--- src/rtl/adc_ingress_packer.sv ---
// Multi-channel ADC ingress: captures NUM_CH lanes per sample set, buffers them in a FIFO and
// emits framed AXI-Stream beats. Optional counter test pattern under ADC_INGRESS_TESTPAT_EN.
module adc_ingress_packer #(
  parameter int unsigned NUM_CH     = 2,
  parameter int unsigned ADC_W      = 16,
  parameter int unsigned FIFO_DEPTH = 8,
  parameter int unsigned FRAME_LEN  = 256,
  localparam int unsigned DATA_W    = NUM_CH * ADC_W
) (
  input  logic              clk,
  input  logic              rst,
  input  logic              enable,
  input  logic              test_mode,
  input  logic              clear_stats,
  input  logic [NUM_CH-1:0] ch_en,
  input  logic [DATA_W-1:0] adc_data,
  input  logic              adc_valid,
  output logic              m_tvalid,
  input  logic              m_tready,
  output logic [DATA_W-1:0] m_tdata,
  output logic              m_tlast,
  output logic              m_tuser,
  output logic              busy,
  output logic              overflow,
  output logic [15:0]       drop_count
);

  localparam int unsigned AW = $clog2(FIFO_DEPTH);
  localparam int unsigned CW = AW + 1;
  localparam int unsigned BW = (FRAME_LEN > 1) ? $clog2(FRAME_LEN) : 1;
  localparam logic [CW-1:0] FifoFull = CW'(FIFO_DEPTH);
  localparam logic [BW-1:0] LastBeat = BW'(FRAME_LEN - 1);

  typedef enum logic [1:0] {StIdle, StRun, StDrain} state_e;

  state_e state_q, state_d;

  logic [DATA_W:0]   mem [FIFO_DEPTH];
  logic [AW-1:0]     wr_ptr_q, rd_ptr_q;
  logic [CW-1:0]     count_q, count_d;
  logic [BW-1:0]     beat_cnt_q;
  logic              drop_pending_q;
  logic              overflow_q;
  logic [15:0]       drop_count_q;

  logic              fifo_full, fifo_empty;
  logic              wr_en, drop, hs;
  logic [DATA_W-1:0] wr_data;
  logic [DATA_W:0]   head;
  logic              last_of_frame, last_of_drain;

  assign fifo_full  = (count_q == FifoFull);
  assign fifo_empty = (count_q == '0);
  assign wr_en      = (state_q == StRun) && adc_valid && !fifo_full;
  assign drop       = (state_q == StRun) && adc_valid && fifo_full;
  assign hs         = m_tvalid && m_tready;

`ifdef ADC_INGRESS_TESTPAT_EN
  logic [ADC_W-1:0] pat_cnt_q;

  always_ff @(posedge clk) begin
    if (rst) begin
      pat_cnt_q <= '0;
    end else if (wr_en) begin
      pat_cnt_q <= pat_cnt_q + ADC_W'(1);
    end
  end
`else
  logic unused_test_mode;
  assign unused_test_mode = test_mode;
`endif

  // Lane source selection and ch_en masking
  always_comb begin
    logic [ADC_W-1:0] lane;
    wr_data = '0;
    lane    = '0;
    for (int k = 0; k < NUM_CH; k++) begin
      lane = adc_data[k*ADC_W +: ADC_W];
`ifdef ADC_INGRESS_TESTPAT_EN
      if (test_mode) begin
        lane = pat_cnt_q + ADC_W'(k);
      end
`endif
      if (ch_en[k]) begin
        wr_data[k*ADC_W +: ADC_W] = lane;
      end
    end
  end

  always_ff @(posedge clk) begin
    if (wr_en) begin
      mem[wr_ptr_q] <= {drop_pending_q, wr_data};
    end
  end

  always_comb begin
    count_d = count_q;
    unique case ({wr_en, hs})
      2'b10:   count_d = count_q + CW'(1);
      2'b01:   count_d = count_q - CW'(1);
      default: count_d = count_q;
    endcase
  end

  always_ff @(posedge clk) begin
    if (rst) begin
      wr_ptr_q <= '0;
      rd_ptr_q <= '0;
      count_q  <= '0;
    end else begin
      if (wr_en) begin
        wr_ptr_q <= wr_ptr_q + AW'(1);
      end
      if (hs) begin
        rd_ptr_q <= rd_ptr_q + AW'(1);
      end
      count_q <= count_d;
    end
  end

  always_comb begin
    state_d = state_q;
    unique case (state_q)
      StIdle:  if (enable) state_d = StRun;
      StRun:   if (!enable) state_d = StDrain;
      // Leave as soon as the last beat is taken so busy drops right after it
      StDrain: if (fifo_empty || (count_q == CW'(1) && hs)) state_d = StIdle;
      default: state_d = StIdle;
    endcase
  end

  always_ff @(posedge clk) begin
    if (rst) begin
      state_q <= StIdle;
    end else begin
      state_q <= state_d;
    end
  end

  // Output is the FIFO head; gating keeps idle outputs at zero
  assign head          = mem[rd_ptr_q];
  assign m_tvalid      = !fifo_empty;
  assign last_of_frame = (beat_cnt_q == LastBeat);
  assign last_of_drain = (state_q == StDrain) && (count_q == CW'(1));
  assign m_tdata       = m_tvalid ? head[DATA_W-1:0] : '0;
  assign m_tuser       = m_tvalid && head[DATA_W];
  assign m_tlast       = m_tvalid && (last_of_frame || last_of_drain);

  always_ff @(posedge clk) begin
    if (rst) begin
      beat_cnt_q <= '0;
    end else if (state_q != StIdle && state_d == StIdle) begin
      beat_cnt_q <= '0;
    end else if (hs) begin
      beat_cnt_q <= m_tlast ? '0 : beat_cnt_q + BW'(1);
    end
  end

  always_ff @(posedge clk) begin
    if (rst) begin
      drop_pending_q <= 1'b0;
      overflow_q     <= 1'b0;
      drop_count_q   <= '0;
    end else begin
      if (wr_en) begin
        drop_pending_q <= 1'b0;
      end else if (drop) begin
        drop_pending_q <= 1'b1;
      end
      if (clear_stats) begin
        overflow_q   <= 1'b0;
        drop_count_q <= '0;
      end else if (drop) begin
        overflow_q <= 1'b1;
        if (drop_count_q != 16'hFFFF) begin
          drop_count_q <= drop_count_q + 16'd1;
        end
      end
    end
  end

  assign busy       = (state_q != StIdle);
  assign overflow   = overflow_q;
  assign drop_count = drop_count_q;

endmodule

--- config.mk ---
export PLATFORM = sky130hd
export DESIGN_NAME = adc_ingress_packer
export DESIGN_NICKNAME = d
export VERILOG_FILES = /design/src/rtl/adc_ingress_packer.sv
export SDC_FILE = /design/constraint.sdc
export NUM_CORES = 1
export LEC_CHECK = 0
export ABC_AREA = 1
export CAP_MARGIN = 20
export CORE_ASPECT_RATIO = 0.6
export CORE_MARGIN = 5
export CORE_UTILIZATION = 65
export DETAILED_ROUTE_END_ITERATION = 8
export DONT_BUFFER_PORTS = 1
export PLACE_DENSITY = 0.81
export SLEW_MARGIN = 20
export SYNTH_ARGS = -nofsm -noshare
export SYNTH_HDL_FRONTEND = slang
export SYNTH_SLANG_ARGS = --single-unit
--- constraint.sdc ---
create_clock -name clk -period 6.05 [get_ports clk]
set_input_delay 1.21 -clock clk [delete_from_list [all_inputs] [get_ports clk]]
set_output_delay 1.21 -clock clk [all_outputs]
set_load 0.05 [all_outputs]
# ---- Word level (Yosys, flattened, before mapping)
# Memories as Yosys holds them, arrays and structs flattened. A register that Yosys moved wholly into a read port is not among the register bits.
# Index checks and enable logic that the tools add are counted.
dict set report word_totals {
  reg_bits 38
  ramBits 264
  output_inout_bits 53
  word_cells 58
  mem_count 1
}
dict set report classes {
  addsub 6
  eq_ne 8
  muxes 13
  n_reduce_logical 22
}
# memory depth width rd rd_ports_with_merged_regs wr line_no
set mem_list {}
lappend mem_list {mem 8 33 1 1 1 38} ;# logic [DATA_W:0] mem [FIFO_DEPTH];
# op count
set ops {}
lappend ops {{2-to-1 mux 16 bit} 2}
lappend ops {{2-to-1 mux 32 bit} 1}
lappend ops {{adder 16 x 1 -> 16 bit (second input constant)} 1}
lappend ops {{!= test 16 bit (second input constant)} 1}
lappend ops {{logical AND 1 bit} 9}
lappend ops {{adder 8 x 1 -> 8 bit (second input constant)} 1}
lappend ops {{equality test 8 bit (second input constant)} 1}
lappend ops {{2-to-1 mux 8 bit} 1}
lappend ops {{one-hot mux 4 bit (2 select lines)} 1}
lappend ops {{adder 3 x 1 -> 3 bit (second input constant)} 2}
lappend ops {{2-to-1 mux 2 bit} 3}
lappend ops {{2-to-1 mux 3 bit} 2}
lappend ops {{one-hot mux 2 bit (3 select lines)} 1}
lappend ops {{OR reduction 2 bit} 3}
lappend ops {{adder 4 x 1 -> 4 bit (second input constant)} 1}
lappend ops {{equality test 2 x 1 -> 1 bit (second input constant)} 2}
lappend ops {{equality test 2 bit (second input constant)} 2}
lappend ops {{equality test 4 x 1 -> 1 bit (second input constant)} 1}
lappend ops {{equality test 4 bit (second input constant)} 1}
lappend ops {{logical NOT 2 bit} 2}
lappend ops {{logical NOT 4 bit} 1}
lappend ops {{nonzero test 2 bit} 2}
lappend ops {{subtractor 4 x 1 -> 4 bit (second input constant)} 1}
lappend ops {{logical NOT 1 bit} 2}
lappend ops {{other kinds (3)} 5}

# ---- Longest topological paths before layout
# Gate-level depths: netlist of the first run.
dict set report logic_depth {
  word_depth 10
  mapped_depth 14
}

# ---- Worst setup path after synthesis of the first run
# No wires, ideal clock.
dict set report synth_path {
  path_kind {input -> register}
  startpoint {input adc_valid}
  endpoint {memory mem[1][0] (netlist name), enable pin}
  setup_ps 423
  t_arrival_ps 3188
  required_time_ps 5627
  path_slack_ps 2439
  stages 6
  cell_sequence {nand3_2 -> nor2_1 -> inv_2 -> nor2_1 -> inv_2 -> nor2_1}
}
dict set report synth_via {
  elab_chain_cells 4
}
# element line_no
set synth_rtl {}
lappend synth_rtl {{start, declared} 17} ;# input logic adc_valid,
lappend synth_rtl {{logical AND 1 bit (2 in a row)} 54} ;# assign wr_en = (state_q == StRun) && adc_valid && !fifo_full;
lappend synth_rtl {{2-to-1 mux 1 bit} 92} ;# if (wr_en) begin
lappend synth_rtl {{2-to-1 mux 1 bit (not written as such)} 93} ;# mem[wr_ptr_q] <= {drop_pending_q, wr_data};
lappend synth_rtl {{end, declared} 38}
# Every way passes these cells.

==> flow_summary.toml, run 1 <==
[worst_setup_path]
cpMostUsedCell = "o21ai_0"
cp-end-kind = "output pin"
crit_buf_inv = 1
cp.arrival_ns = 3.61
crit_path_max_fanout = 74
start_kind = "flop"
max_stage_delay_ns = 0.81
cp_top_family = "simple AND/OR/NAND/NOR gates"
slowest_stage = "nor2_1"
cp_data_required_time_ns = 4.84
critPathKind = "reg -> out"
path_cells = "buf_4, o21ai_0, o21ai_1, o21ai_0, nor2_1"

[sta]
setup_tns_ns = 0
finalSetupViolCount = 0
hold_viol = 0
finalClockSkew_ns = 0.0120
tightest_slew_ns = 1.07
fmax_mhz = 207
relSlewSlack_pct = 28.7
fin_crit_ns = 4.82
slew_violations = 0
fin_crit_sh_pct = 79.7
postLayoutSetupSlackWorst_ns = 1.23
rsz0062_at_grt = "no"

[finish]
fillCellCount = 1307
antenna_cells = 0
drive_gt1_share_pct = 7.81
fin_area_um2 = 13900
fin_nets = 1169
syn2layout_area_growth_pct = 9.11
fin_util_pct = 72.6

[yosys]
synth_area_um2 = 12700
syn_area_per_cell_um2 = 11.2
synth_cells = 1135
synth_flop_cell = "edfxtp_1"
ys.warnings.count = 0
synth_fp_nets = 1184
async_flop_share_pct = 0
yosys.cell_types.count = 34
ys_ff_latch = 305
ys_seq_area_share_pct = 68.8
synth_edf_count = 264

[job]
cap_violations = 0

[power_and_ir_drop]
p_per_area_nw_per_um2 = 427
p_leak_nw = 4.80
ir_drop_mv = 0.319

[floorplan]
coreArea_um2 = 19100
die_w_um = 191
fp-row-count = 39
die_area_um2 = 22600
initial_core_util_pct = 66.5
die_y_um = 118
ioPinCount = 94

[global_routing]
grt_max_degree = 75
gr-usage-met3_pct = 4.51
grt_pass1_vias = 7630
overflow = 0
grt_pass1_wl_um = 41800
grt_use_total_pct = 23.3
top_usage_layer = "met2"
use_met2_pct = 36.7
antenna_found_initial = 0
use_met1_pct = 34.7

[cts]
clk_path_buf_depth = 3
cts_resized = 0
htree_num_levels = 1
cts_hold_buf = 0
clk_pin_slew_ns = 0.07
ctsRootBufferMaster = "clkbuf_16"
cts_sinks = 305
cts-buffers-inserted = 27
cts_tree = "yes"
clkLatencyLatePin_ns = 0.53
post-cts-setup-buffers = 0

[drt]
dr_total_vias = 8191
wl_um = 26700
drtIter0Drc = 942
first_pass_iters = 6
drc_errors = 0
viasPerCell = 5.83
wl_per_cell_um = 19.0
antenna_left = 0

[outcome]
status = "finished clean"

[placement]
numPortBuffers = 0
place_congestion = 0.847
hpwl_um = 14700
place_area_um2 = 12900
pre_cts_slack_ns = 1.84

[worst_hold_path]
hold_class = "reg -> reg"
==> layout by cell type, fill, tap and decap left out, drive strengths merged <==
cell        n
a31oi       2
a21boi      1
edfxtp    264
mux2i      33
xnor2       6
o21ai     183
buf        14
nor3        4
or2         1
nor2      260
dfxtp      41
clkbuf     36
bufinv      2
o22ai      35
ha          8
nand2     121
nand4       4
clkinvlp    1
nand3      15
clkinv      9
xor2        5
nor3b       1
a21oi      23
and3        1
inv        69
==> per-stage QoR <==
stage	std cells	hold WS [ns]	power, mW
floorplan	1135	0.448	3.94
global placement	1355	0.458	4.21
detailed placement	1355	0.475	4.26
CTS	1403	0.489	5.94
global route	1405	0.502	6.21
finish	1405	0.494	5.92
==> worst register-to-register path, delay by kind of cell, from the launching register on <==
family / cells / cell delay (ns)
AND/OR/NAND/NOR: 7 / 1.15
AO/OA/AOI/OAI: 2 / 0.22
flip-flops: 1 / 0.34
buffers and inverters: 2 / 0.28
adder cells (fa/ha/maj): 2 / 0.64
==> path summary, 6_finish.rpt <==
path	start	endpoint	slack, ns	depth (start not counted)
max	flop	m_tdata[12]	1.23	5
min	beat_cnt_q[6]	beat_cnt_q[6]	0.49	2
max reg2reg	count_q[0]	count_q[3]	3.36	13
min reg2reg	beat_cnt_q[6]	beat_cnt_q[6]	0.49	2
==> cell families (layout without fill, tap and decap cells) <==
kind of cell | after synthesis | after routing | synth area share, %
buffers and inverters | 127 | 131 | 4.20
AOI/OAI and AO/OA | 244 | 244 | 10.1
adders and majority gates | 8 | 8 | 0.787
and+or+nand+nor | 407 | 407 | 12.8
muxes | 33 | 33 | 2.60
DFF | 305 | 305 | 68.8
xor gates and xnor gates | 11 | 11 | 0.757
==> cell type report <==
| class | instances | area [µm²] | share of cell area (%) |
|---|---|---|---|
| multi-input cells | 703 | 3500 | 25.2 |
| inverters | 69 | 259 | 1.87 |
| well taps | 266 | 333 | 2.40 |
| flip-flops and latches | 305 | 8760 | 63.1 |
| clock inverters | 12 | 113 | 0.811 |
| clock buffers | 36 | 771 | 5.55 |
| repair buffers | 14 | 150 | 1.08 |
==> sequential cells by signal, summed over array words and instances (netlist names), named ones only <==
signal	count
mem	264
drop_count	16
beat_cnt_q	8
count_q	4
rd_ptr_q	3
wr_ptr_q	3
state_q	2
drop_pending_q	1
overflow	1
==> report_power, final <==
part | total (mW) | leakage [nW] | internal, mW | switching [mW]
Combinational | 1.78 | 1.62 | 0.393 | 1.38
Clock | 1.69 | 0.435 | 0.978 | 0.716
Sequential | 2.45 | 2.75 | 2.33 | 0.126
==> cell usage after synthesis, types with 5 or more instances <==
cell        n  area share, %
mux2i_1    33            2.6
nand2_1   118            3.5
nand3_1    10           0.39
ha_1        8           0.79
o21ai_0   147            5.8
xnor2_1     6           0.41
inv_1      60            1.8
buf_4       9           0.53
o21ai_1    35            1.4
inv_2       9           0.27
nand3_2     5           0.39
a21oi_1    22           0.87
buf_2       7           0.28
clkbuf_1   37            1.1
o22ai_1    35            1.7
xor2_1      5           0.34
nor2_1    257            7.6
dfxtp_1    41            6.5
edfxtp_1  264             62
==> routing by layer <==
metal  vias up  wire, µm
met5         -         0
met4         0       463
met3        42      2220
met2       351     12500
met1      3884     11500
li1       3914         -
No activity file was read; power rests on OpenSTA's default activity.
==> run 2: changes to the inputs <==
--- a/config.mk
+++ b/config.mk
@@ -9,10 +9,10 @@
 export CAP_MARGIN = 20
 export CORE_ASPECT_RATIO = 0.6
 export CORE_MARGIN = 5
-export CORE_UTILIZATION = 65
+export CORE_UTILIZATION = 63
 export DETAILED_ROUTE_END_ITERATION = 8
 export DONT_BUFFER_PORTS = 1
-export PLACE_DENSITY = 0.81
+export PLACE_DENSITY = 0.79
 export SLEW_MARGIN = 20
 export SYNTH_ARGS = -nofsm -noshare
 export SYNTH_HDL_FRONTEND = slang
==> constraint.sdc (replaced) <==
create_clock -name clk -period 5.05 [get_ports clk]
set_input_delay 1.01 -clock clk [delete_from_list [all_inputs] [get_ports clk]]
set_output_delay 1.01 -clock clk [all_outputs]
set_load 0.05 [all_outputs]
==> run 2 against run 1 <==
Net effect: sequential share of layout area decreased by 0.92 points; largest cell class unchanged; non-clock buffer count increased by 36; via count increased by 1.0%; critical endpoint is now m_tdata[27]; first-iteration DRC count increased by 4.2%; worst setup slack got worse by 0.19 ns.
==> flow_summary.toml, run 2 (synthesis gave the netlist of run 1 again) <==
[cts]
clkLatencyLatePin_ns = 0.52
cts-buffers-inserted = 27
htree_num_levels = 1
ctsRootBufferMaster = "clkbuf_16"
clk_path_buf_depth = 3
cts_tree = "yes"
cts_resized = 0
clk_pin_slew_ns = 0.07
cts_hold_buf = 0
cts_sinks = 305
post-cts-setup-buffers = 0

[power_and_ir_drop]
p_leak_nw = 4.94
ir_drop_mv = 0.388
p_per_area_nw_per_um2 = 513
total_power_mw = 7.22

[sta]
finalSetupViolCount = 0
tightest_slew_ns = 1.07
hold_viol = 0
relSlewSlack_pct = 28.7
rsz0062_at_grt = "no"
setup_tns_ns = 0
fin_crit_ns = 4.02
fin_crit_sh_pct = 79.5
slew_violations = 0
finalClockSkew_ns = 0.00879
fmax_mhz = 249

[placement]
hpwl_um = 15600
numPortBuffers = 0
place_congestion = 0.812

[finish]
final_cell_mix = "264 x edfxtp_1, 249 x nor2_1, 147 x o21ai_0"
final_common_cell = "edfxtp_1"
fin_nets = 1205
multi_input_area_um2 = 3500
largest_register_ffs = 264
antenna_cells = 0
syn2layout_area_growth_pct = 10.7
largest-register = "mem"
register_area_um2 = 8760
drive_gt1_share_pct = 9.95
fillCellCount = 1408

[floorplan]
die_y_um = 120
die_area_um2 = 23200
initial_core_util_pct = 63.9
die_w_um = 193
coreArea_um2 = 19900
fp-row-count = 40
ioPinCount = 94

[worst_setup_path]
rrSetupSlack_ns = 2.17
max_stage_delay_ns = 0.71
slowest_stage = "inv_2"
crit_path_max_fanout = 49
cp.depth = 7
start_kind = "flop"
cp_data_required_time_ns = 4.04
cp-endpoint = "m_tdata[27]"
critPathKind = "reg -> out"
cp.arrival_ns = 3.01
r2r_cells = 10
r2r-end = "mem[3][5]"
path_cells = "inv_2, buf_4, o21ai_0, o21ai_1, o21ai_0, nor2_1, buf_4"
crit_buf_inv = 3
r2r_start = "count_q[0]"
cp-end-kind = "output pin"
cp_top_family = "buffers and inverters"

[drt]
wl_per_cell_um = 18.8
wl_met2_um = 12600
viasPerCell = 5.71
antenna_left = 0
top_layer = "met4"
drc_errors = 0
drt-met1-wl_um = 11900
first_pass_iters = 5
wl_met3_um = 2400
wl_um = 27300
drtIter0Drc = 982
dr_total_vias = 8273

[global_routing]
antenna_found_initial = 0
overflow = 0
grt_max_degree = 93
grt_pass1_wl_um = 42400
grt_use_total_pct = 22.7
grt_pass1_vias = 7743

[outcome]
status = "finished clean"

[job]
cap_violations = 0

[worst_hold_path]
hold_class = "reg -> reg"
run 2: worst min path at each step:
stage / to / depth (start not counted) / startpoint / slack, ns
floorplan: flop / 1 / rd_ptr_q[0] / 0.45
global placement: rd_ptr_q[0] / 1 / rd_ptr_q[0] / 0.46
detailed placement: beat_cnt_q[6] / 2 / beat_cnt_q[6] / 0.47
CTS: beat_cnt_q[1] / 2 / beat_cnt_q[1] / 0.49
global route: beat_cnt_q[1] / 2 / beat_cnt_q[1] / 0.51
finish: beat_cnt_q[1] / 2 / beat_cnt_q[1] / 0.48
run 2: through the flow:
step / std cells / util [%] / hold slack, ns / setup slack, ns / area, µm²
after floorplan: 1135 / - / 0.448 / 1.64 / 12700
after global placement: 1396 / 66.3 / 0.461 / 1.63 / 13200
after detailed placement: 1397 / 66.4 / 0.470 / 1.58 / 13200
after CTS: 1446 / 70.4 / 0.486 / 1.01 / 14000
after global routing: 1449 / 70.7 / 0.507 / 0.813 / 14100
final: 1449 / 70.7 / 0.484 / 1.03 / 14100
run 2: final cells by class:
| cell class | count | area share, % |
|---|---|---|
| flip-flops and latches | 305 | 62.2 |
| multi-input cells | 703 | 24.8 |
| repair buffers | 50 | 3.13 |
| clock buffers | 35 | 5.01 |
| inverters | 69 | 1.84 |
| well taps | 273 | 2.43 |
| clock inverters | 14 | 0.604 |
run 2: where the power goes:
part | internal, mW | total [mW] | switching (mW)
Clock | 1.03 | 1.88 | 0.852
Combinational | 0.693 | 2.39 | 1.70
Sequential | 2.79 | 2.95 | 0.162
Total | 4.51 | 7.22 | 2.71
run 2: worst register-to-register path, cell delays in order (launching register included):
cell and delay [ns]:
dfxtp_1 0.40, inv_1 0.11, ha_1 0.25, nand3_2 0.13
inv_2 0.03, nor2_1 0.17, inv_2 0.10, nor2_1 0.16
inv_2 0.13, nor2_4 0.70, buf_4 0.37
run 2: metal layers:
| metal | vias up | GRT usage (%) |
|---|---|---|
| li1 | 3985 | - |
| met1 | 3899 | 33.3 |
| met2 | 357 | 36.5 |
| met3 | 32 | 4.57 |
| met4 | 0 | 3.54 |
| met5 | - | 0 |
==> run 3: changes to the inputs <==
==> constraint.sdc (replaced) <==
create_clock -name clk -period 4.1 [get_ports clk]
set_input_delay 0.82 -clock clk [delete_from_list [all_inputs] [get_ports clk]]
set_output_delay 0.82 -clock clk [all_outputs]
set_load 0.05 [all_outputs]
==> run 3 against run 2 <==
Net effect: clock-buffer cell count is 6 lower; clock skew is 0.0018 ns higher; sequential power up 20%; final cell count unchanged; register-to-register slack got worse by 0.63 ns; worst setup slack worse by 0.27 ns; critical path depth fell by 1; power grew 28%; die area stayed put.
==> flow_summary.toml, run 3 (synthesis gave the netlist of run 1 again) <==
[outcome]
status = "finished clean"

[drt]
first_pass_iters = 5
wl_per_cell_um = 19.1
dr_total_vias = 8298
drt-met1-wl_um = 12100
wl_met2_um = 13000
antenna_left = 0
top_layer = "met4"
wl_um = 27700
wl_met3_um = 2110
drc_errors = 0
drtIter0Drc = 891
viasPerCell = 5.73

[floorplan]
die_y_um = 120
die_w_um = 193
die_area_um2 = 23200
coreArea_um2 = 19900
fp-row-count = 40
ioPinCount = 94
initial_core_util_pct = 63.9

[finish]
fin_area_um2 = 14200
final_cell_mix = "264 x edfxtp_1, 249 x nor2_1, 147 x o21ai_0"
final_common_cell = "edfxtp_1"
fin_nets = 1205
drive_gt1_share_pct = 10.4
syn2layout_area_growth_pct = 11.6
fillCellCount = 1385
largest-register = "mem"
antenna_cells = 0
largest_register_ffs = 264

[worst_setup_path]
start_kind = "flop"
r2r_cells = 10
cp.arrival_ns = 2.52
crit_path_max_fanout = 43
cp_data_required_time_ns = 3.28
cp-end-kind = "output pin"
critPathKind = "reg -> out"

[global_routing]
grt_use_total_pct = 23.1
overflow = 0
grt_max_degree = 100
grt_pass1_wl_um = 43000
antenna_found_initial = 0
grt_pass1_vias = 8149

[cts]
cts_resized = 0
clkLatencyLatePin_ns = 0.53
cts-buffers-inserted = 27
clk_path_buf_depth = 3
clk_pin_slew_ns = 0.07
ctsRootBufferMaster = "clkbuf_16"
cts_tree = "yes"
cts_sinks = 305
post-cts-setup-buffers = 0
htree_num_levels = 1
cts_hold_buf = 0

[placement]
numPortBuffers = 0
hpwl_um = 15300
place_congestion = 0.849
place_area_um2 = 13300

[power_and_ir_drop]
total_power_mw = 9.21
p_per_area_nw_per_um2 = 649
p_leak_nw = 4.99
ir_drop_mv = 0.533

[worst_hold_path]
hold_class = "in -> reg"
hold_depth = 1

[sta]
fin_crit_sh_pct = 81.4
fin_crit_ns = 3.34
rsz0062_at_grt = "no"
relSlewSlack_pct = 28.9
setup_tns_ns = 0
finalClockSkew_ns = 0.0106
finalSetupViolCount = 0
tightest_slew_ns = 1.06
slew_violations = 0
hold_viol = 0
fmax_mhz = 299

[job]
cap_violations = 0
run 3: cell count changes in the layout (fill, tap and decap cells not counted), sizes merged:
cell / change
clkinvlp: +2
clkbuf: -6
inv: +1
bufinv: +4
clkinv: -1
run 3: where the power goes:
| group | internal [mW] | switching, mW |
|---|---|---|
| Clock | 1.52 | 1.09 |
| Sequential | 3.43 | 0.106 |
| Combinational | 0.887 | 2.17 |
run 3: layout make-up:
type | count | area, µm² | share of cell area [%]
clock buffer | 29 | 683 | 4.81
clock inverter | 20 | 223 | 1.57
tap | 273 | 342 | 2.41
multi-input combinational | 703 | 3500 | 24.6
timing repair buffer | 50 | 438 | 3.08
inverter | 69 | 259 | 1.82
sequential | 305 | 8760 | 61.7
run 3: stage by stage:
stage               cells  hold WS [ns]  setup slack, ns  utilization (%)
floorplan            1135         0.448            0.879                -
detailed placement   1400         0.474             1.35             66.7
global placement     1400         0.462             1.38             66.7
global route         1449         0.340            0.604             71.3
CTS                  1449         0.341            0.768             71.3
finish               1449         0.352            0.761             71.3
run 3: final timing paths:
| path | from | endpoint | slack, ns |
|---|---|---|---|
| worst max-delay path | flop | m_tdata[6] | 0.76 |
| worst min-delay path | rst | state_q[0] | 0.35 |
| worst max register to register | count_q[0] | mem[1][5] | 1.54 |
| worst min register to register | beat_cnt_q[6] | beat_cnt_q[6] | 0.49 |
run 3: worst max-delay path, cell delays in order (launching register included):
cell and delay [ns]:
dfxtp_4 0.50, buf_4 0.49, o21ai_0 0.22, o22ai_1 0.23, nor2_1 0.06, nor2_1 0.24, buf_4 0.26
run 3: metal layers:
layer	up-vias	GRT usage (%)
met1	3957	33.5
met2	314	37.1
li1	3978	-
met4	0	6.01
met5	-	0
met3	49	3.68
